File: config.mk
export PLATFORM = sky130hd
export DESIGN_NAME = fetch_stage
export DESIGN_NICKNAME = d
export VERILOG_FILES = /design/src/rtl/cpu_pkg.sv /design/src/rtl/sat_counter.sv /design/src/rtl/fetch_stage.sv
export SDC_FILE = /design/constraint.sdc
export NUM_CORES = 1
export LEC_CHECK = 0
export BUFFER_PORTS_ARGS = -buffer_cell sky130_fd_sc_hd__buf_2
export CAP_MARGIN = 20
export CELL_PAD_IN_SITES_DETAIL_PLACEMENT = 1
export CELL_PAD_IN_SITES_GLOBAL_PLACEMENT = 1
export CORE_ASPECT_RATIO = 1.2
export CORE_MARGIN = 2
export CORE_UTILIZATION = 38
export CTS_CLUSTER_DIAMETER = 30
export DETAILED_ROUTE_END_ITERATION = 6
export PLACE_DENSITY = 0.82
export REMOVE_ABC_BUFFERS = 1
export SETUP_SLACK_MARGIN = 0.05
export SYNTH_ARGS = -nofsm -noshare
export SYNTH_HDL_FRONTEND = slang
export SYNTH_SLANG_ARGS = --single-unit
export TNS_END_PERCENT = 100
File: constraint.sdc
create_clock -name clk -period 4.1 [get_ports clk]
set_input_delay 0 -clock clk [delete_from_list [all_inputs] [get_ports clk]]
set_output_delay 0 -clock clk [all_outputs]
set_load 0.005 [all_outputs]
File: src/rtl/cpu_pkg.sv
// Shared CPU definitions: fetch FSM state encoding, the NOP word and opcodes
// that are common to the fetch stage and the hazard detection unit.
package cpu_pkg;

  typedef enum logic [1:0] {
    FS_RUN   = 2'd0,
    FS_STALL = 2'd1,
    FS_FLUSH = 2'd2
  } fetch_state_e;

  localparam logic [31:0] NOP_INSTR = 32'h0000_0000;
  localparam logic [5:0]  beqOPcode = 6'b000100;

  // Instruction addresses are word aligned; low two bits are dropped.
  function automatic logic [31:0] align_word(input logic [31:0] addr);
    return {addr[31:2], 2'b00};
  endfunction

endpackage

File: src/rtl/sat_counter.sv
// Free-running event counter that sticks at all-ones instead of wrapping.
module sat_counter #(
  parameter int W = 16
) (
  input  logic         clk,
  input  logic         reset,
  input  logic         inc,
  output logic [W-1:0] count
);

  function automatic logic [W-1:0] sat_inc(input logic [W-1:0] v);
    return (v == {W{1'b1}}) ? v : v + W'(1);
  endfunction

  always_ff @(posedge clk or posedge reset) begin
    if (reset) begin
      count <= '0;
    end else if (inc) begin
      count <= sat_inc(count);
    end
  end

endmodule

File: src/rtl/fetch_stage.sv
// MIPS instruction-fetch stage: PC register, next-PC select, IF/ID register,
// stall/flush handling and saturating performance counters.
module fetch_stage
  import cpu_pkg::*;
#(
  parameter logic [31:0] RESET_PC = 32'h0000_0000,
  parameter int          CNT_W    = 16
) (
  input  logic             clk,
  input  logic             reset,
  input  logic             holdPC,
  input  logic             holdIF_ID,
  input  logic             branchTaken,
  input  logic [31:0]      branchTarget,
  output logic [31:0]      imem_addr,
  input  logic [31:0]      imem_rdata,
  output logic [31:0]      IF_ID_Instr,
  output logic [31:0]      IF_ID_PC4,
  output logic             IF_ID_Valid,
  output logic [1:0]       fetchState,
  output logic [CNT_W-1:0] stallCount,
  output logic [CNT_W-1:0] flushCount,
  output logic             misalignErr
);

  logic [31:0]  pc;
  logic [31:0]  pc_plus4;
  logic         hold;
  logic         stall_inc;
  fetch_state_e state_q;

  // PC and IF/ID always freeze together so a one-sided hold cannot drop
  // or duplicate an instruction.
  assign hold       = holdPC | holdIF_ID;
  assign stall_inc  = hold & ~branchTaken;
  assign pc_plus4   = pc + 32'd4;
  assign imem_addr  = pc;
  assign fetchState = state_q;

  // IF -> IF/ID boundary
  always_ff @(posedge clk or posedge reset) begin
    if (reset) begin
      pc          <= RESET_PC;
      IF_ID_Instr <= NOP_INSTR;
      IF_ID_PC4   <= '0;
      IF_ID_Valid <= 1'b0;
    end else if (branchTaken) begin
      pc          <= align_word(branchTarget);
      IF_ID_Instr <= NOP_INSTR;
      IF_ID_Valid <= 1'b0;
    end else if (!hold) begin
      pc          <= pc_plus4;
      IF_ID_Instr <= imem_rdata;
      IF_ID_PC4   <= pc_plus4;
      IF_ID_Valid <= 1'b1;
    end
  end

  always_ff @(posedge clk or posedge reset) begin
    if (reset) begin
      state_q     <= FS_RUN;
      misalignErr <= 1'b0;
    end else if (branchTaken) begin
      state_q <= FS_FLUSH;
      if (branchTarget[1:0] != 2'b00) begin
        misalignErr <= 1'b1;
      end
    end else if (hold) begin
      state_q <= FS_STALL;
    end else begin
      state_q <= FS_RUN;
    end
  end

  sat_counter #(.W(CNT_W)) u_stall_cnt (
    .clk   (clk),
    .reset (reset),
    .inc   (stall_inc),
    .count (stallCount)
  );

  sat_counter #(.W(CNT_W)) u_flush_cnt (
    .clk   (clk),
    .reset (reset),
    .inc   (branchTaken),
    .count (flushCount)
  );

endmodule

==> impl_metrics.json, run 1 <==
{
  "yosys-top-cells-count": "dfrtp_1, nand2_1, o21ai_0",
  "yosysMostFrequentCell": "dfrtp_1",
  "synth_top_area_share_pct": 51.0,
  "path_max_fanout": 20,
  "synth_seq_cells": 128,
  "holdPathEnd": "imem_addr[4]$_DFFE_PP0N_",
  "reg2reg_depth": 5,
  "port_buffers": 196,
  "dpl.hpwl_um": 13700,
  "cts_buffers": 17,
  "peakVddDrop_mv": 0.230,
  "cts.path.max_buffers": 2,
  "cp_slowest_cell": "or4_1",
  "initial_core_util_pct": 38.7,
  "cts_root_buf": "clkbuf_16",
  "cap_viol_max_count": 0,
  "ys.flop_type": "dfrtp_1",
  "crit_required_ns": 4.43,
  "ys_top_cells_by_area": "dfrtp_1, nand2_1, xor2_1",
  "critPathKind": "reg -> reg",
  "wl_per_cell_um": 18.6,
  "vias_per_cell": 5.42,
  "finalMaxSlewViolations": 0,
  "gp_congestion": 0.799,
  "clk_latency_ns": 0.41,
  "wirelength_um": 21200,
  "synth_edf_count": 0,
  "multi_input_area_sq_um": 2850,
  "timing.final.crit_period_ns": 2.74,
  "regArea_sq_um": 3200,
  "path_clk_slew_ns": 0.06,
  "yosysUniqueCellTypes": 48,
  "routed-via-count": 6182,
  "syn_area_per_cell_sq_um": 9.30,
  "critPathLaunchType": "flop",
  "tightest_slew_ns": 0.968,
  "worstPathArrival_ns": 3.06,
  "finalHoldViolCount": 0,
  "grt_pass1_wl_um": 34100,
  "cpPeakStageDelay_ns": 0.75,
  "dr.pass1.iters": 5,
  "synthCells": 675,
  "p_total_mw": 3.84,
  "dieArea_sq_um": 17600,
  "grt_max_degree": 74,
  "grt_util_all_layers_pct": 24.8,
  "r2r_slack_ns": 1.36,
  "cts-resized-gates": 0,
  "grt_pass1_vias": 6452,
  "status": "finished clean",
  "min_path_cells": 2,
  "antenna_found_initial": 0,
  "core_sq_um": 16200,
  "boundaryPins": 201,
  "drc_errors": 0,
  "finalNetCount": 989,
  "fillCellCount": 1930,
  "p_per_area_nw_per_um2": 443,
  "leakage_nw": 3.97,
  "whs_ns": 0.0289,
  "drtAntennaViolNets": 0,
  "drt_iter0_drc": 318,
  "async_flop_share_pct": 100,
  "rows": 51,
  "cts_tree": "yes",
  "grt_setup_unrepaired": "false",
  "skew_ns": 0.00559,
  "r2r-end": "imem_addr[28]$_DFFE_PP0N_",
  "min_period_over_period_pct": 66.7,
  "cp-end-kind": "flop",
  "fp.dieW_um": 121,
  "setup_viol": 0,
  "maxSlewHeadroom_pct": 35.3,
  "hold_path_class": "in -> reg",
  "drive_gt1_share_pct": 26.2,
  "max_freq_mhz": 365,
  "fin_setup_tns_ns": 0,
  "cts_setup_buffers": 0,
  "grt-ovfl-total": 0,
  "die-height_um": 145,
  "r2r_start": "imem_addr[2]$_DFFE_PP0N_",
  "antenna_cells": 0,
  "yosysWarnings": 0,
  "utilization_pct": 53.4,
  "synthToLayoutAreaGrowth_pct": 37.9,
  "min_from": "branchTaken",
  "clkSinkCount": 128,
  "synth_top_cell_by_area": "dfrtp_1",
  "syn_area_sq_um": 6280,
  "ys_seq_area_share_pct": 51.0,
  "htree_levels": 4,
  "crit_chain": "ha_1, and3_1, nand4_1, or4_1, a31oi_1",
  "cts_hold_buf": 69
}
cell type report:
type / instances / area share [%]
Clock buffer: 25 / 5.73
Clock inverter: 5 / 1.19
Inverter: 4 / 0.202
Multi-Input combinational cell: 495 / 33.0
Sequential cell: 128 / 37.0
Tap cell: 212 / 3.06
Timing Repair Buffer: 271 / 19.8
worst max-delay path: cells and delay by family, from the launching register on:
| kind | cells | cell delay [ns] |
|---|---|---|
| AO/OA/AOI/OAI | 1 | 0.20 |
| AND/OR/NAND/NOR | 3 | 1.66 |
| adder cells (fa/ha/maj) | 1 | 0.28 |
| flip-flops | 1 | 0.51 |
cell families after synthesis:
family                     synth area share, %
and+or+nand+nor                           23.9
AOI/OAI and AO/OA                         12.6
buffers and inverters                     3.81
other                                   0.0597
xor gates and xnor gates                  7.26
DFF                                       51.0
adders and majority gates                0.598
muxes                                    0.698
through the flow:
step | std cells | cell area [sq um] | setup WS (ns)
after global routing | 1140 | 8650 | 1.12
after detailed placement | 1041 | 7370 | 1.47
after floorplan | 627 | 6060 | 0.687
after CTS | 1140 | 8650 | 1.39
after global placement | 1041 | 7370 | 1.61
final | 1140 | 8650 | 1.36
layer usage:
metal / track usage, % / vias up / wire [um]
met3: 6.74 / 36 / 1270
li1: - / 2868 / -
met1: 29.4 / 3078 / 8550
met4: 8.47 / 0 / 442
met2: 43.4 / 200 / 10900
met5: 0 / - / 0
flip-flops by register name, summed over array words and instances, names as in the netlist:
register	cells
IF_ID_Valid	1
u_stall_cnt.count	16
IF_ID_Instr	32
misalignErr	1
imem_addr	30
u_flush_cnt.count	16
fetchState	2
IF_ID_PC4	30
cells in the final DEF (no fill, tap or decap), drive strengths merged, types with 3 or more instances in the layout:
| cell | n |
|---|---|
| a21oi | 41 |
| a22oi | 3 |
| a31oi | 19 |
| and2 | 4 |
| and3 | 7 |
| and4 | 11 |
| buf | 202 |
| bufinv | 3 |
| clkbuf | 25 |
| conb | 4 |
| dfrtp | 128 |
| dlygate4sd3 | 69 |
| ha | 3 |
| inv | 4 |
| mux2 | 3 |
| nand2 | 126 |
| nand3 | 31 |
| nand4 | 24 |
| nor2 | 33 |
| nor2b | 3 |
| nor3 | 12 |
| nor4 | 5 |
| o211ai | 8 |
| o21ai | 46 |
| o31ai | 9 |
| or2 | 3 |
| or3 | 14 |
| or4 | 19 |
| xnor2 | 24 |
| xor2 | 28 |
where the power goes:
part	switching (mW)	internal [mW]	leakage, nW	total (mW)
combinational	0.345	0.316	2.07	0.661
clock	0.542	1.01	0.289	1.56
sequential	0.194	1.43	1.61	1.62
worst max-delay path by stage:
stage	from	endpoint	slack, ns
final	imem_addr[2]$_DFFE_PP0N_	imem_addr[28]$_DFFE_PP0N_	1.36
after global routing	imem_addr[2]$_DFFE_PP0N_	imem_addr[28]$_DFFE_PP0N_	1.12
after CTS	imem_addr[2]$_DFFE_PP0N_	imem_addr[28]$_DFFE_PP0N_	1.39
after detailed placement	imem_addr[2]$_DFFE_PP0N_	imem_addr[28]$_DFFE_PP0N_	1.47
after global placement	imem_addr[2]$_DFFE_PP0N_	IF_ID_PC4[28]$_DFFE_PP0P_	1.61
after floorplan	reset	IF_ID_Instr[0]$_DFFE_PP0N_	0.69
Note: power is estimated with default switching activity, not from simulation.
==> inputs of run 2 (changes only) <==
Clock period 4.1 ns to 2.9 ns, I/O delays scaled along.
==> run 2 against run 1 <==
- first-iteration DRC count down 9.1%
- clock power up 42%
- largest power group unchanged
- largest cell class unchanged
- die area unchanged
- sequential cell count unchanged
- combinational power up 41%
- clock-buffer cell count down 3
- cell area up 0.19%
- hold slack better by 0.053 ns
- fmax up 25%
- via count down 2.2%
- wire length down 2.8%
- critical path depth unchanged
==> impl_metrics.json, run 2 (synthesis gave the netlist of run 1 again) <==
{
  "drt_iter0_drc": 289,
  "min_period_over_period_pct": 75.3,
  "clkSinkCount": 128,
  "finalMaxSlewViolations": 0,
  "dpl.hpwl_um": 13800,
  "finalNetCount": 988,
  "stdcell_area_sq_um": 8670,
  "fp.dieW_um": 121,
  "r2r_start": "imem_addr[2]$_DFFE_PP0N_",
  "rows": 51,
  "largest_reg_flops": 32,
  "path_max_fanout": 9,
  "vias_per_cell": 5.29,
  "grt_setup_unrepaired": "false",
  "finalHoldViolCount": 0,
  "r2r_slack_ns": 0.72,
  "wirelength_um": 20600,
  "cpPeakStageDelay_ns": 0.57,
  "cts.path.max_buffers": 2,
  "boundaryPins": 201,
  "drtAntennaViolNets": 0,
  "critPathKind": "reg -> reg",
  "crit_chain": "ha_1, and3_1, nand3_1, or4_1, a31oi_1",
  "critPathLaunchType": "flop",
  "leakage_nw": 3.99,
  "worstPathArrival_ns": 2.50,
  "cap_viol_max_count": 0,
  "cts-resized-gates": 0,
  "finalNonFillerCells": 1142,
  "max_freq_mhz": 458,
  "status": "finished clean",
  "htree_levels": 4,
  "port_buffers": 196,
  "peakVddDrop_mv": 0.417,
  "cts_tree": "yes",
  "setup_viol": 0,
  "dp_cells": 1044,
  "mostFrequentLayoutCells": "buf_2, dfrtp_1, nand2_1",
  "p_sw_share_pct": 28.2,
  "wl_per_cell_um": 18.0,
  "initial_core_util_pct": 38.7,
  "clk_latency_ns": 0.41,
  "crit_path_end": "imem_addr[30]$_DFFE_PP0N_",
  "final_common_cell": "buf_2",
  "core_sq_um": 16200,
  "power_frac_seq_pct": 42.2,
  "cp_num_buf_inv": 0,
  "internal_power_mw": 3.90,
  "cp_slowest_cell": "or4_1",
  "grt_pass1_vias": 6255,
  "crit_required_ns": 3.22,
  "hold_path_class": "in -> reg",
  "reg2reg_depth": 5,
  "drive_gt1_share_pct": 27.0,
  "cts_setup_buffers": 0,
  "power.switching_mw": 1.53,
  "routed-via-count": 6046,
  "cts_root_buf": "clkbuf_16",
  "synthToLayoutAreaGrowth_pct": 38.1,
  "crit_start": "imem_addr[2]$_DFFE_PP0N_",
  "r2r-end": "imem_addr[30]$_DFFE_PP0N_",
  "p_clk_share_pct": 40.7,
  "antenna_found_initial": 1,
  "grt-ovfl-total": 0,
  "timing.final.crit_period_ns": 2.18,
  "tightest_slew_ns": 0.821,
  "maxSlewHeadroom_pct": 45.3,
  "dieArea_sq_um": 17600,
  "pwr-share-comb_pct": 17.1,
  "grt_pass1_wl_um": 32700,
  "top_register": "IF_ID_Instr",
  "cts_buffers": 17,
  "grt_max_degree": 64,
  "die-height_um": 145,
  "dr.pass1.iters": 4,
  "placed_cell_area_sq_um": 7400,
  "drc_errors": 0,
  "fin_setup_tns_ns": 0,
  "grt_util_all_layers_pct": 23.8,
  "cp.depth": 5,
  "p_per_area_nw_per_um2": 626,
  "skew_ns": 0.00441,
  "cp-end-kind": "flop",
  "path_clk_slew_ns": 0.06,
  "path_delay_family": "simple AND/OR/NAND/NOR gates",
  "gp_congestion": 0.824
}
run 2: cell types whose count changed in the layout (fill, tap and decap cells not counted):
cell and change:
clkinvlp_4 +2, diode_2 +1, clkinv_2 +3, buf_12 +1
buf_4 +2, clkbuf_1 -3, dlygate4sd3_1 -4
run 2: layer usage:
layer	wire length (um)	global-route usage, %	part of all wire, %
met2	10200	40.4	50
met4	403	8.53	2.0
met3	1360	6.78	6.6
met1	8610	29.0	42
met5	0	0	0
run 2: stage by stage:
| stage | worst slack [ns] | utilization [%] | power, mW | hold WS (ns) |
|---|---|---|---|---|
| floorplan | -0.513 | - | 2.67 | 0.0314 |
| finish | 0.717 | 53.5 | 5.43 | 0.0822 |
| detailed placement | 0.770 | 45.7 | 3.18 | 0.214 |
| global placement | 0.846 | 45.7 | 3.13 | 0.209 |
| global route | 0.556 | 53.5 | 5.70 | 0.0715 |
| CTS | 0.727 | 53.5 | 5.48 | 0.0609 |
run 2: power by group through the flow:
stage / combinational (mW) / clock (mW) / sequential [mW]
after global placement: 0.836 / 0 / 2.30
after floorplan: 0.391 / 0 / 2.28
after CTS: 0.937 / 2.25 / 2.29
after detailed placement: 0.862 / 0 / 2.31
final: 0.931 / 2.21 / 2.29
after global routing: 1.05 / 2.32 / 2.33
run 2: worst min-delay path by stage:
stage | slack (ns) | cells after the start | from | end
after floorplan | 0.03 | 0 | branchTaken | fetchState[1]$_DFF_PP0_
after global placement | 0.21 | 3 | branchTarget[8] | imem_addr[8]$_DFFE_PP0N_
after detailed placement | 0.21 | 3 | branchTarget[23] | imem_addr[23]$_DFFE_PP0N_
after CTS | 0.06 | 2 | holdPC | fetchState[0]$_DFF_PP0_
after global routing | 0.07 | 2 | holdPC | fetchState[0]$_DFF_PP0_
final | 0.08 | 2 | holdPC | fetchState[0]$_DFF_PP0_
run 2: final cells by class:
cell class	count	area, sq um
fillers	1939	7540
flip-flops and latches	128	3200
multi-input cells	495	2850
repair buffers	270	1710
clock buffers	22	484
well taps	212	265
clock inverters	10	133
inverters	4	17.5
diodes	1	2.50
run 2: timing repair:
action | 4_1_cts | 5_1_grt
endpoints found under the setup margin | 0 | 0
hold endpoints to repair | 124 | 0
hold buffers | 65 | 0
==> inputs of run 3 (changes only) <==
Settings changed: ABC_AREA from default to 1, CORE_UTILIZATION 38 to 37.
Clock period 2.9 ns to 2.3 ns, I/O delays scaled along.
==> run 3 against run 2 <==
- clock-buffer cell count shrank 4
- first-iteration DRC count shrank 21%
- die area grew 5.1%
- sequential share of layout area shrank 0.71 points
- synthesized area grew 2.5%
- non-clock buffer count is the same
- combinational power grew 49%
- critical path depth grew 5
- core utilization shrank 1.4 points
- cell area grew 1.9%
- setup slack lost 0.18 ns
- fmax grew 24%
- critical path type unchanged
- largest power group unchanged
- highest routed layer unchanged
==> impl_metrics.json, run 3 <==
{
  "grt_setup_unrepaired": "false",
  "cap_viol_max_count": 0,
  "min_period_over_period_pct": 76.6,
  "dp_cells": 1202,
  "p_total_mw": 6.97,
  "critPathKind": "reg -> reg",
  "timing.final.crit_period_ns": 1.76,
  "drt_iter0_drc": 229,
  "dpl.hpwl_um": 14400,
  "drive_gt1_share_pct": 23.9,
  "synth_top_area_share_pct": 49.8,
  "fp.dieW_um": 124,
  "critPathLaunchType": "flop",
  "clkSinkCount": 128,
  "p_clk_share_pct": 38.4,
  "cp-end-kind": "flop",
  "r2r_start": "imem_addr[3]$_DFFE_PP0N_",
  "power.switching_mw": 2.24,
  "finalMaxSlewViolations": 0,
  "rows": 52,
  "cts_buffers": 17,
  "r2r_slack_ns": 0.54,
  "min_path_cells": 4,
  "vias_per_cell": 4.85,
  "finalNonFillerCells": 1303,
  "tightest_slew_ns": 0.659,
  "dieArea_sq_um": 18500,
  "r2r-end": "IF_ID_PC4[28]$_DFFE_PP0P_",
  "htree_levels": 4,
  "grt-ovfl-total": 0,
  "synth_top_cell_by_area": "dfrtp_1",
  "pwr-share-comb_pct": 19.9,
  "routed-via-count": 6320,
  "internal_power_mw": 4.73,
  "ys.flop_type": "dfrtp_1",
  "largest_reg_flops": 32,
  "async_flop_share_pct": 100,
  "grt_pass1_vias": 6824,
  "syn_area_sq_um": 6430,
  "yosys-top-cells-count": "nand2_1, dfrtp_1, inv_1",
  "synthToLayoutAreaGrowth_pct": 37.4,
  "leakage_nw": 4.69,
  "stdcell_area_sq_um": 8840,
  "final_common_cell": "nand2_1",
  "yosysMostFrequentCell": "nand2_1",
  "placed_cell_area_sq_um": 7590,
  "mostFrequentLayoutCells": "nand2_1, buf_2, dfrtp_1",
  "min_from": "branchTaken",
  "maxSlewHeadroom_pct": 56.0,
  "skew_ns": 0.00946,
  "yosysWarnings": 0,
  "max_freq_mhz": 568,
  "p_per_area_nw_per_um2": 789,
  "grt_max_degree": 60,
  "top_register": "IF_ID_Instr",
  "ys_top_cells_by_area": "dfrtp_1, nand2_1, a22o_1",
  "crit_start": "imem_addr[3]$_DFFE_PP0N_",
  "grt_util_all_layers_pct": 23.8,
  "port_buffers": 196,
  "drc_errors": 0,
  "synthCells": 808,
  "ys_seq_area_share_pct": 49.8,
  "die-height_um": 148,
  "holdPathEnd": "imem_addr[17]$_DFFE_PP0N_",
  "utilization_pct": 52.1,
  "cts_setup_buffers": 0,
  "synth_seq_cells": 128,
  "wirelength_um": 21700,
  "path_clk_slew_ns": 0.07,
  "setup_viol": 0,
  "power_frac_seq_pct": 41.6,
  "wl_per_cell_um": 16.6,
  "peakVddDrop_mv": 0.492,
  "reg2reg_depth": 10,
  "cts-resized-gates": 0,
  "grt_pass1_wl_um": 35000,
  "drtAntennaViolNets": 0,
  "cts_root_buf": "clkbuf_16",
  "finalNetCount": 1144,
  "worstPathArrival_ns": 2.07,
  "cts.path.max_buffers": 2,
  "synth_edf_count": 0,
  "path_max_fanout": 6,
  "core_sq_um": 17000,
  "finalHoldViolCount": 0,
  "hold_path_class": "in -> reg",
  "crit_required_ns": 2.61,
  "boundaryPins": 201,
  "initial_core_util_pct": 37.9,
  "gp_congestion": 0.822,
  "cts_tree": "yes",
  "antenna_found_initial": 2,
  "p_sw_share_pct": 32.1,
  "syn_area_per_cell_sq_um": 7.96,
  "clk_latency_ns": 0.43,
  "dr.pass1.iters": 4,
  "fin_setup_tns_ns": 0,
  "yosysUniqueCellTypes": 30,
  "status": "finished clean"
}
==> run 3: worst max path at each step <==
stage,endpoint
5_1_grt,IF_ID_PC4[28]$_DFFE_PP0P_
6_report,IF_ID_PC4[28]$_DFFE_PP0P_
3_3_place_gp,IF_ID_PC4[24]$_DFFE_PP0P_
3_5_place_dp,u_flush_cnt.count[15]$_DFFE_PP0P_
2_1_floorplan,IF_ID_Instr[0]$_DFFE_PP0N_
4_1_cts,u_flush_cnt.count[15]$_DFFE_PP0P_
==> run 3: power groups by stage <==
| stage | Clock (mW) | Combinational, mW | Sequential, mW |
|---|---|---|---|
| 2_1_floorplan | 0 | 0.651 | 2.90 |
| 3_3_place_gp | 0 | 1.26 | 2.92 |
| 3_5_place_dp | 0 | 1.30 | 2.94 |
| 4_1_cts | 2.72 | 1.40 | 2.90 |
| 5_1_grt | 2.81 | 1.56 | 2.96 |
| 6_report | 2.68 | 1.39 | 2.90 |
==> run 3: routing by layer <==
| layer | part of all wire [%] | routed length [um] | vias up | GRT usage, % |
|---|---|---|---|---|
| li1 | - | - | 3073 | - |
| met1 | 41 | 8910 | 3079 | 27.4 |
| met2 | 53 | 11500 | 138 | 43.7 |
| met3 | 3.7 | 807 | 30 | 5.00 |
| met4 | 2.0 | 425 | 0 | 7.98 |
| met5 | 0 | 0 | - | 0 |
==> run 3: cell type report <==
type | instances | area (sq um)
Tap cell | 216 | 270
Fill cell | 2104 | 8140
Multi-Input combinational cell | 570 | 2730
Timing Repair Buffer | 270 | 1730
Antenna cell | 2 | 5.00
Clock inverter | 14 | 149
Sequential cell | 128 | 3200
Clock buffer | 18 | 429
Inverter | 85 | 322
==> run 3: kinds of logic after synthesis <==
family,share of synthesized area (%)
other cells,0.0583
simple gates,29.4
fa+ha+maj,0.584
xor+xnor,3.00
flops,49.8
buf+inv,7.98
compound gates,9.20
==> run 3: critical path: stages (launching register included) <==
cell,delay [ns]
dfrtp_1,0.44
ha_1,0.19
nand2_1,0.09
nor2_2,0.23
nand2_2,0.16
nor2_2,0.19
nand2_1,0.09
nand2_1,0.08
nand2_1,0.06
nand2_1,0.07
nand2_1,0.06
==> run 3: repair_timing <==
item                                    4_1_cts  5_1_grt
hold buffers                                 67        0
endpoints found under the hold margin       110        0
endpoints found under the setup margin        0        0
==> run 3: per-stage QoR <==
stage          hold WS [ns]  worst slack [ns]
2_1_floorplan        0.0314             -1.11
3_3_place_gp          0.146             0.603
3_5_place_dp          0.140             0.533
4_1_cts              0.0836             0.516
5_1_grt               0.118             0.342
6_report             0.0944             0.538
